$ cat src/rtl/elevator_call_latch_pkg.sv
// Request channel map shared with the elevator FSM, so clr and req wiring agree on bit indices.
package elevator_pkg;

    localparam int NUM_REQ = 7;

    localparam int REQ_F1UP = 0;
    localparam int REQ_F2DN = 1;
    localparam int REQ_F2UP = 2;
    localparam int REQ_F3DN = 3;
    localparam int REQ_CAR1 = 4;
    localparam int REQ_CAR2 = 5;
    localparam int REQ_CAR3 = 6;

    typedef logic [NUM_REQ-1:0] req_vec_t;

    function automatic logic [2:0] req_count(input req_vec_t v);
        logic [2:0] n;
        n = '0;
        for (int i = 0; i < NUM_REQ; i++) n = n + 3'(v[i]);
        return n;
    endfunction

endpackage

$ cat src/rtl/elevator_call_latch_if.sv
// Button/clear inputs and latched request outputs of the call latch.
interface elevator_call_latch_if;
    import elevator_pkg::*;

    req_vec_t   btn_raw;
    req_vec_t   clr;
    req_vec_t   req;
    logic       req_any;
    logic [2:0] req_cnt;

    modport master (output btn_raw, clr, input req, req_any, req_cnt);
    modport slave  (input btn_raw, clr, output req, req_any, req_cnt);

endinterface

$ cat src/rtl/elevator_call_latch_debounce.sv
// One button channel: 2-flop synchroniser, plus a stability filter when CALL_DEBOUNCE_EN is defined.
module call_debounce #(
    parameter int DEBOUNCE_CYCLES = 16
) (
    input  logic clk,
    input  logic rst_n,
    input  logic btn_raw,
    output logic lvl
);

    if (DEBOUNCE_CYCLES < 2) begin : g_cfg_check
        $error("DEBOUNCE_CYCLES must be at least 2");
    end

    logic [1:0] sync;

    always_ff @(posedge clk or negedge rst_n) begin
        if (!rst_n) sync <= '0;
        else        sync <= {sync[0], btn_raw};
    end

`ifdef CALL_DEBOUNCE_EN
    localparam int CNT_W = $clog2(DEBOUNCE_CYCLES) + 1;
    localparam logic [CNT_W-1:0] CNT_LAST = CNT_W'(DEBOUNCE_CYCLES - 1);

    logic [CNT_W-1:0] cnt;
    logic             stable;

    // Any agreement restarts the count, so only an unbroken run of the new level is accepted.
    always_ff @(posedge clk or negedge rst_n) begin
        if (!rst_n) begin
            cnt    <= '0;
            stable <= 1'b0;
        end else if (sync[1] == stable) begin
            cnt <= '0;
        end else if (cnt == CNT_LAST) begin
            stable <= sync[1];
            cnt    <= '0;
        end else begin
            cnt <= cnt + 1'b1;
        end
    end

    assign lvl = stable;
`else
    assign lvl = sync[1];
`endif

endmodule

$ cat src/rtl/elevator_call_latch.sv
// Sticky hall/car call latch: per-channel edge detect, clear-priority latch and request popcount.
module elevator_call_latch
    import elevator_pkg::*;
#(
    parameter int DEBOUNCE_CYCLES = 16
) (
    input  logic                  clk,
    input  logic                  rst_n,
    elevator_call_latch_if.slave  bus
);

    req_vec_t lvl;
    req_vec_t lvl_d;
    req_vec_t rise;
    req_vec_t req;

    for (genvar i = 0; i < NUM_REQ; i++) begin : g_chan
        call_debounce #(
            .DEBOUNCE_CYCLES (DEBOUNCE_CYCLES)
        ) u_deb (
            .clk     (clk),
            .rst_n   (rst_n),
            .btn_raw (bus.btn_raw[i]),
            .lvl     (lvl[i])
        );
    end

    assign rise = lvl & ~lvl_d;

    // Clear wins over a same-cycle rise; a held button cannot re-latch because only edges set req.
    always_ff @(posedge clk or negedge rst_n) begin
        if (!rst_n) begin
            lvl_d <= '0;
            req   <= '0;
        end else begin
            lvl_d <= lvl;
            req   <= (req | rise) & ~bus.clr;
        end
    end

    assign bus.req     = req;
    assign bus.req_any = |req;
    assign bus.req_cnt = req_count(req);

endmodule

$ cat src/flat_wrapper.sv
// flat-port wrapper written by rule: the top's interface ports become plain ports
module elevator_call_latch_flat import elevator_pkg::*;
#(
    parameter int DEBOUNCE_CYCLES = 16
)
  (clk, rst_n, bus_btn_raw, bus_clr, bus_req, bus_req_any, bus_req_cnt);
  elevator_call_latch_if bus_i ();
  input  logic clk;
  input  logic rst_n;
  input wire logic [$bits(bus_i.btn_raw)-1:0] bus_btn_raw;
  input wire logic [$bits(bus_i.clr)-1:0] bus_clr;
  output wire logic [$bits(bus_i.req)-1:0] bus_req;
  output wire logic [$bits(bus_i.req_any)-1:0] bus_req_any;
  output wire logic [$bits(bus_i.req_cnt)-1:0] bus_req_cnt;
  assign bus_i.btn_raw = bus_btn_raw;
  assign bus_i.clr = bus_clr;
  assign bus_req = bus_i.req;
  assign bus_req_any = bus_i.req_any;
  assign bus_req_cnt = bus_i.req_cnt;
  elevator_call_latch #(.DEBOUNCE_CYCLES(DEBOUNCE_CYCLES)) u_core (.clk(clk), .rst_n(rst_n), .bus(bus_i));
endmodule
$ cat config.mk
export PLATFORM = sky130hd
export DESIGN_NAME = elevator_call_latch_flat
export DESIGN_NICKNAME = d
export VERILOG_FILES = /design/src/rtl/elevator_call_latch_pkg.sv /design/src/rtl/elevator_call_latch_if.sv /design/src/rtl/elevator_call_latch_debounce.sv /design/src/rtl/elevator_call_latch.sv /design/src/flat_wrapper.sv
export SDC_FILE = /design/constraint.sdc
export NUM_CORES = 1
export LEC_CHECK = 0
export ABC_AREA = 1
export CORE_ASPECT_RATIO = 0.8
export CORE_MARGIN = 1
export CORE_UTILIZATION = 40
export CTS_CLUSTER_SIZE = 40
export DETAILED_ROUTE_END_ITERATION = 8
export PLACE_DENSITY = 0.69
export SYNTH_ARGS = -nofsm -noshare
export SYNTH_HDL_FRONTEND = slang
export SYNTH_HIERARCHICAL = 1
export SYNTH_SLANG_ARGS = --single-unit
$ cat constraint.sdc
create_clock -name clk -period 3.77 [get_ports clk]
set_input_delay 1.131 -clock clk [delete_from_list [all_inputs] [get_ports clk]]
set_output_delay 1.131 -clock clk [all_outputs]
set_load 0.005 [all_outputs]
==> flow_summary.ini <==
[setup_path]
arrival_ns = 2.72
crit_path_end_kind = primary output
crit_required_ns = 2.64
crit_type = reg2out
path_max_fanout = 2
startpoint_type = flip-flop

[floorplanning]
dieHeight_um = 45.6
dieWidth_um = 56.5
rows = 15
io-pin-count = 27
start_util = 0.432
dieArea_sq_um = 2570
coreArea_sq_um = 2200

[timing]
fmax_ghz = 0.260
period_needed_ns = 3.85
finalWorstSetupSlack_ns = -0.0806
slew_viol_final = 0
finalClockSkew_ns = 0.00533
tightest_slew_ns = 0.341
finalHoldViolCount = 0
rsz0062_at_grt = true
post-route-period-util = 1.02
setup_violations = 2
slew_headroom = 0.773

[global_routing]
grt_antenna_before_repair = 0
grt_overflow = 0
grt_max_degree = 29
grt_pass1_vias = 568
grtUsageTotal = 0.134
grt_pass1_wl_um = 2430

[placement]
pre_cts_slack_ns = -0.152
io_buffers = 26
routabilityCongestion = 0.727
hpwl_um = 1070
post_dp_cell_area_sq_um = 1290

[layout]
drive_above_1_share = 0.206
layout_common_cells = 28 x dfrtp_1, 23 x clkdlybuf4s50_1, 13 x inv_1, 8 x buf_4, 7 x nand2_1
final_nets = 129
area_growth_pct = 42.2
final_common_cell = dfrtp_1
fin_area_sq_um = 1350
antenna_cells = 0

[routing]
drc = 0
firstDrtPassIters = 2
route.vias.total = 563
wl_met1_um = 622
wl_per_cell_um = 10.8
dr_wl_met3_um = 102
vias_per_cell = 4.27
first_iter_violations = 7
wl_um = 1430
wl_met2_um = 689
top_layer = met4
ant_nets = 0

[synth]
syn_avg_cell_area_sq_um = 13.8
syn_area_sq_um = 950
ys_seq_elements = 28
syn_nets = 90
yosys_warnings = 6
synthesis.instances = 69
synth_top_cell_by_area = dfrtp_1
synth_top_area_frac = 0.738
synth_area_leaders = dfrtp_1 74%, fa_1 8.4%, inv_1 5.9%
yosysUniqueCellTypes = 10
yosysSeqAreaShare = 0.738

[power]
seqPwrFrac = 0.540
clock_power_share = 0.319
power.leakage_uw = 0.000655
p_sw_uw = 127
switching_share = 0.211
internal_power_uw = 475
worst_ir_drop_vdd_mv = 0.314
p_per_area_nw_per_um2 = 446
power.share.combinational = 0.141

[run_status]
violations = negative setup slack
status = complete, but fails checks

[clock_network]
clkTransAtPathRegs_ns = 0.14
cts.path.max_buffers = 2
cts_num_sinks = 28
htreeDepth = 1
cts-root-buf = clkbuf_4
cts_tree = done
cts_buffers = 3
hold_buffers = 0
clock_latency_ns = 0.32

[flow_run]
cap_viol_max_count = 0

[worst_hold_path]
hold_class = reg2reg
-- path summary, 6_finish.rpt --
check                                                                end  slack, ns  cells after the start                                startpoint
worst max-delay path                                      bus_req_cnt[2]      -0.08                      7               u_core/bus.req[0]$_DFF_PN0_
worst min-delay path            u_core/g_chan[4].u_deb/sync[1]$_DFF_PN0_       0.37                      0  u_core/g_chan[4].u_deb/sync[0]$_DFF_PN0_
worst max register to register               u_core/bus.req[1]$_DFF_PN0_       3.00                      3               u_core/bus.req[1]$_DFF_PN0_
worst min register to register  u_core/g_chan[4].u_deb/sync[1]$_DFF_PN0_       0.37                      0  u_core/g_chan[4].u_deb/sync[0]$_DFF_PN0_
max in group asynchronous       u_core/g_chan[6].u_deb/sync[0]$_DFF_PN0_       2.36                      2                                     rst_n
min in group asynchronous       u_core/g_chan[4].u_deb/sync[1]$_DFF_PN0_       1.15                      2                                     rst_n
-- flip-flops by register name (all words and copies together), names as in the netlist --
name,cells
u_core/g_chan.u_deb/sync,14
u_core/bus.req,7
u_core/lvl_d,7
-- stage by stage --
step / setup TNS, ns / hold WS (ns) / instances / util / power, uW
finish: -0.154 / 0.365 / 132 / 0.615 / 602
global route: -0.421 / 0.375 / 132 / 0.615 / 636
CTS: -0.212 / 0.370 / 131 / 0.611 / 608
detailed placement: -0.165 / 0.336 / 127 / 0.589 / 424
global placement: -0.103 / 0.332 / 127 / 0.589 / 421
floorplan: 0 / 0.331 / 69 / - / 359
-- cells by family (layout without fill, tap and decap cells) --
| group | Yosys count | count (layout) | share of synthesized area |
|---|---|---|---|
| DFF | 28 | 28 | 0.738 |
| buffers and inverters | 18 | 56 | 0.0711 |
| and+or+nand+nor | 11 | 11 | 0.0448 |
| AOI/OAI and AO/OA | 7 | 7 | 0.0488 |
| adders and majority gates | 5 | 5 | 0.0975 |
-- layout make-up --
| cell class | count | area (sq um) |
|---|---|---|
| clock buffers | 3 | 22.5 |
| multi-input cells | 23 | 184 |
| clock inverters | 1 | 30.0 |
| inverters | 18 | 67.6 |
| flip-flops and latches | 28 | 701 |
| well taps | 25 | 31.3 |
| repair buffers | 34 | 314 |
| fillers | 187 | 846 |
-- power groups by stage --
stage	combinational, uW	clock (uW)	sequential [uW]
after floorplan	29.5	0	330
after global placement	91.5	0	330
after detailed placement	93.5	0	331
after CTS	86.8	196	325
after global routing	98.1	211	327
final	85.1	192	325
-- metal layers --
| metal | global-route usage | vias up |
|---|---|---|
| met1 | 0.157 | 264 |
| li1 | - | 278 |
| met4 | 0.0585 | 0 |
| met5 | 0 | - |
| met3 | 0.0625 | 2 |
| met2 | 0.219 | 19 |
-- synth_stat cells --
master   count
inv_1       15
nand2_1      7
fa_1         4
inv_2        3
dfrtp_1     28
nand3_1      1
nor2_1       3
a21oi_1      4
a21oi_2      3
ha_1         1
-- critical path: stages (launching register included) --
cell and delay (ns):
dfrtp_1 0.39, inv_2 0.05, fa_1 0.50, fa_1 0.49, inv_1 0.05, fa_2 0.33, fa_1 0.38, clkdlybuf4s15_1 0.22
-- repair_timing --
action,4_1_cts,5_1_grt
setup endpoints to repair,3,2
hold endpoints to repair,0,0
pin swaps,1,0
resized for setup,10,0
buffers inserted,0,1
Note: power is estimated with default switching activity, not from simulation.
==> edit 1, RTL diff (same flow settings) <==
The package constant `NUM_REQ` goes from 7 to 14.
--- a/src/rtl/elevator_call_latch_pkg.sv
+++ b/src/rtl/elevator_call_latch_pkg.sv
@@ -1,7 +1,7 @@
 // Request channel map shared with the elevator FSM, so clr and req wiring agree on bit indices.
 package elevator_pkg;
 
-    localparam int NUM_REQ = 7;
+    localparam int NUM_REQ = 14;
 
     localparam int REQ_F1UP = 0;
     localparam int REQ_F2DN = 1;
Interface: changed (resized bus_btn_raw, bus_clr and bus_req); port bits go from 27 to 48. No check against the original RTL was run, so the function may have changed too.
==> edit 1 against the original RTL <==
  * Combinational power rose to 3.4 times the old value
  * Via count rose by 110%
  * Critical path depth up 4
  * Sequential cell count grew 28
  * Largest cell class unchanged
  * Setup slack worse by 0.86 ns
  * Hold slack worse by 0.011 ns
  * Design area grew 100%
  * Synthesized area increased by 110%
  * The run still ends with negative setup slack left
  * Largest power group unchanged
  * Wire length rose by 110%
  * Count of clock-buffer cells in the layout rose by 2
  * Total power up 110%
==> edit 1: results (changes against the original RTL) <==
| Metric | Value |
|---|---|
| Status | finished with violations (unchanged) |
| Failing checks | negative setup slack (unchanged) |
| Area after DPL | 0.002614 mm² (was 0.001294 mm²) |
| Pin count of the biggest net entering global routing | 33 (was 29) |
| Via density | 4.153 (was 4.265) |
| Post-route setup slack | -0.9377 ns (was -0.08061 ns) |
| Avg Inst Size Synth | 13.07 µm² (was 13.76 µm²) |
| Drt first pass iters | 4 (was 2) |
| Worst hold path cell count | 0 (unchanged) |
| Reg2reg start | u_core/bus.req[0] (was u_core/bus.req[1]) |
| H-tree depth | 2 (was 1) |
| CP arrival | 3.58 ns (was 2.72 ns) |
| First-pass GRT wire length | 5037 µm (was 2428 µm) |
| Final TNS setup | -2.331 ns (was -0.1540 ns) |
| Final Instance Count excl. Fillers | 281 (was 132) |
| Largest registers | u_core/g_chan.u_deb/sync x28, u_core/bus.req x14, u_core/lvl_d x14 (was u_core/g_chan.u_deb/sync x14, u_core/bus.req x7, u_core/lvl_d x7) |
| GRT Total Usage | 13.69% (was 13.45%) |
| Synth Area in Compound Gates | 3.597% (was 4.875%) |
| CTS root buffer | clkbuf_8 (was clkbuf_4) |
| Final setup viols | 3 (was 2) |
| Post-Synth Adder-Cell Area | 11.18% (was 9.750%) |
| Register area share after synthesis | 71.93% (was 73.78%) |
| Worst VDD drop | 0.0002774 V (was 0.0003140 V) |
| Dpl hpwl | 2380 µm (was 1072 µm) |
| Inst Count DP | 272 (was 127) |
| Synth cell count leaders | dfrtp_1 (56), inv_1 (29), nand2_1 (24) (was dfrtp_1 (28), inv_1 (15), nand2_1 (7)) |
| Layout net count | 262 (was 129) |
| Register-to-Register Path Depth | 4 (was 3) |
| Synth top area cells | dfrtp_1 (72%), fa_1 (9.2%), inv_1 (5.6%) (was dfrtp_1 (74%), fa_1 (8.4%), inv_1 (5.9%)) |
| Buffers on Ports | 47 (was 26) |
| # fillers | 394 (was 187) |
| Worst-path clk slew | 0.09 ns (was 0.14 ns) |
| Synthesized Nets | 191 (was 90) |
| Hold_ws | 0.3548 ns (was 0.3654 ns) |
| Leakage power | 1.327 nW (was 0.6553 nW) |
| Total CTS buffers | 5 (was 3) |
| Layout cells sized above 1 | 19.00% (was 20.56%) |
| R2R setup slack | 2.87 ns (was 3.00 ns) |
| Slew HR | 55.01% (was 77.27%) |
| FF-to-FF End | u_core/bus.req[0] (was u_core/bus.req[1]) |
| Post-synth cell types | 11 (was 10) |
| Vias in the first global route | 1158 (was 568) |
| Internal | 0.9334 mW (was 0.4749 mW) |
==> edit 1: cell types whose count changed after synthesis, sizes merged <==
cell / change
a21oi: +7
nand2: +18
inv: +19
dfrtp: +28
ha: +2
nand3b: +1
fa: +5
==> edit 1: layer usage <==
| layer | vias to the layer above | GRT usage [%] | wire (µm) |
|---|---|---|---|
| met5 | - | 0 | 0 |
| met3 | 8 | 4.648 | 194 |
| met1 | 550 | 15.90 | 1354 |
| met2 | 31 | 22.12 | 1425 |
| met4 | 0 | 8.036 | 74 |
| li1 | 578 | - | - |
==> edit 1: power by group through the flow <==
| stage | sequential [mW] | combinational, mW | clock (mW) |
|---|---|---|---|
| 5_1_grt | 0.651 | 0.326 | 0.356 |
| 3_3_place_gp | 0.657 | 0.267 | 0 |
| 2_1_floorplan | 0.658 | 0.116 | 0 |
| 3_5_place_dp | 0.659 | 0.276 | 0 |
| 6_report | 0.647 | 0.290 | 0.320 |
| 4_1_cts | 0.647 | 0.278 | 0.337 |
==> edit 1: area by class of cell <==
cell class                      instances  area, µm²  share of cell area (%)
Tap cell                               60      75.07                   2.761
Inverter                               37      138.9                   5.108
Clock buffer                            5      68.82                   2.531
Timing Repair Buffer                   64      590.6                   21.72
Clock inverter                          3      21.27                  0.7823
Sequential cell                        56       1401                   51.54
Multi-Input combinational cell         56      422.9                   15.55
==> edit 1: how the worst max path moves through the flow <==
stage | from | to | slack [ns] | cells past startpoint
2_1_floorplan | u_core/bus.req[0] | bus_req_cnt[2] | -0.46 | 10
3_3_place_gp | u_core/bus.req[0] | bus_req_cnt[2] | -0.94 | 11
3_5_place_dp | u_core/bus.req[0] | bus_req_cnt[2] | -0.99 | 11
4_1_cts | u_core/bus.req[1] | bus_req_cnt[2] | -1.10 | 11
5_1_grt | u_core/bus.req[3] | bus_req_cnt[2] | -1.09 | 11
6_report | u_core/bus.req[3] | bus_req_cnt[2] | -0.94 | 11
==> edit 1: kinds of logic after synthesis <==
group	Yosys count
AOI/OAI and AO/OA	14
and+or+nand+nor	30
buffers and inverters	37
adders and majority gates	12
DFF	56
==> edit 1: timing repair <==
item | in CTS | in global routing
setup buffers | 1 | 0
gates resized for setup | 16 | 1
endpoints found under the hold margin | 0 | 0
gates cloned | 0 | 0
pin swaps | 6 | 6
setup endpoints to repair | 3 | 3
==> edit 1: critical path, cell delays in order, from the launching register on <==
cell      delay, ns
dfrtp_1        0.41
fa_1           0.55
inv_2          0.04
fa_1           0.49
fa_1           0.44
fa_1           0.51
inv_2          0.05
ha_4           0.15
fa_2           0.33
nand3b_1       0.15
nand2_1        0.06
buf_2          0.10
==> edit 2, RTL diff (same flow settings) <==
Without the edit above. Put a register stage on the output `bus.req_cnt`, without a reset. The value now appears one clock later.
--- a/src/rtl/elevator_call_latch.sv
+++ b/src/rtl/elevator_call_latch.sv
@@ -40,7 +40,9 @@
 
     assign bus.req     = req;
     assign bus.req_any = |req;
-    assign bus.req_cnt = req_count(req);
+    always_ff @(posedge clk) begin
+        bus.req_cnt <= req_count(req);
+    end
 
 endmodule
 
Check against the original RTL: not equivalent (a bounded check fails within 4 cycles, from zero or initial values and one cycle with rst_n low).
==> edit 2 against the original RTL <==
  * Setup slack better by 1.1 ns
  * Largest power group unchanged
  * Wire length is 2.9% lower
  * Count of clock-buffer cells in the layout rose by 4
  * Synthesized area up 6.3%
  * Sequential cell count grew 3
  * Design area up 1.5%
  * First-iteration DRC count fell by 43%
  * Total power up 3.7%
==> edit 2: results (changes against the original RTL) <==
| Metric | Value |
|---|---|
| HP Start | u_core/g_chan[0].u_deb/sync[0] (was u_core/g_chan[4].u_deb/sync[0]) |
| Synth Area in Compound Gates | 4.585% (was 4.875%) |
| Synthesized Nets | 93 (was 90) |
| Synth top area cells | dfrtp_1 (69%), fa_1 (7.9%), dfxtp_1 (5.9%) (was dfrtp_1 (74%), fa_1 (8.4%), inv_1 (5.9%)) |
| Drt total wl | 1389 µm (was 1430 µm) |
| Final-layout clock-cell area share | 3.653% (was 3.893%) |
| Met3 Track Usage GR | 6.336% (was 6.250%) |
| Met2 Use GR | 21.15% (was 21.88%) |
| Via density | 4.121 (was 4.265) |
| Met2 routed WL | 665 µm (was 689 µm) |
| First-pass GRT wire length | 2352 µm (was 2428 µm) |
| Slew HR | 77.23% (was 77.27%) |
| Clk_buf instances | 7 (was 3) |
| R2R setup slack | 1.35 ns (was 3.00 ns) |
| Sequential share of cell area | 55.53% (was 51.90%) |
| CP arrival | 1.65 ns (was 2.72 ns) |
| Slowest CP cell | clkdlybuf4s50_1 (was fa_1) |
| P_comb | 0.0847 mW (was 0.0851 mW) |
| Worst-path clk slew | 0.08 ns (was 0.14 ns) |
| Wl on met1 | 570 µm (was 622 µm) |
| Status | complete, no violations (was finished with violations) |
| FFs w/ async S/R, synth | 90.32% (was 100.0%) |
| GRT Total Usage | 13.16% (was 13.45%) |
| Drt first pass iters | 4 (was 2) |
| Area after DPL | 0.001320 mm² (was 0.001294 mm²) |
| Crit path max-delay family | buffers and inverters (was adder cells) |
| H-tree depth | 2 (was 1) |
| NetSw | 0.1411 mW (was 0.1270 mW) |
| Signal buffers | 27 (was 34) |
| Synth Register Bits | 31 (was 28) |
| Post-CTS Resized | 0 (was 10) |
[edit 2: changes by cell type in the layout (fill, tap and decap cells not counted), sizes merged]
cell | unedited run | this run
bufinv | 1 | 0
clkbuf | 3 | 7
dlygate4sd2 | 1 | 0
clkinv | 0 | 1
dfxtp | 0 | 3
clkdlybuf4s50 | 23 | 26
buf | 9 | 1
clkdlybuf4s15 | 1 | 0
[edit 2: worst max-delay path by stage]
| stage | start | endpoint | slack [ns] | cells after the start |
|---|---|---|---|---|
| after floorplan | u_core/bus.req[1] | u_core/bus.req_cnt[1] | 1.43 | 6 |
| after global placement | u_core/bus.req[0] | bus_req_any | 1.38 | 6 |
| after detailed placement | u_core/bus.req[1] | bus_req_any | 1.31 | 6 |
| after CTS | u_core/bus.req[1] | bus_req_any | 0.95 | 6 |
| after global routing | u_core/bus.req[1] | bus_req_any | 0.82 | 6 |
| final | u_core/bus.req[1] | bus_req_any | 0.99 | 6 |
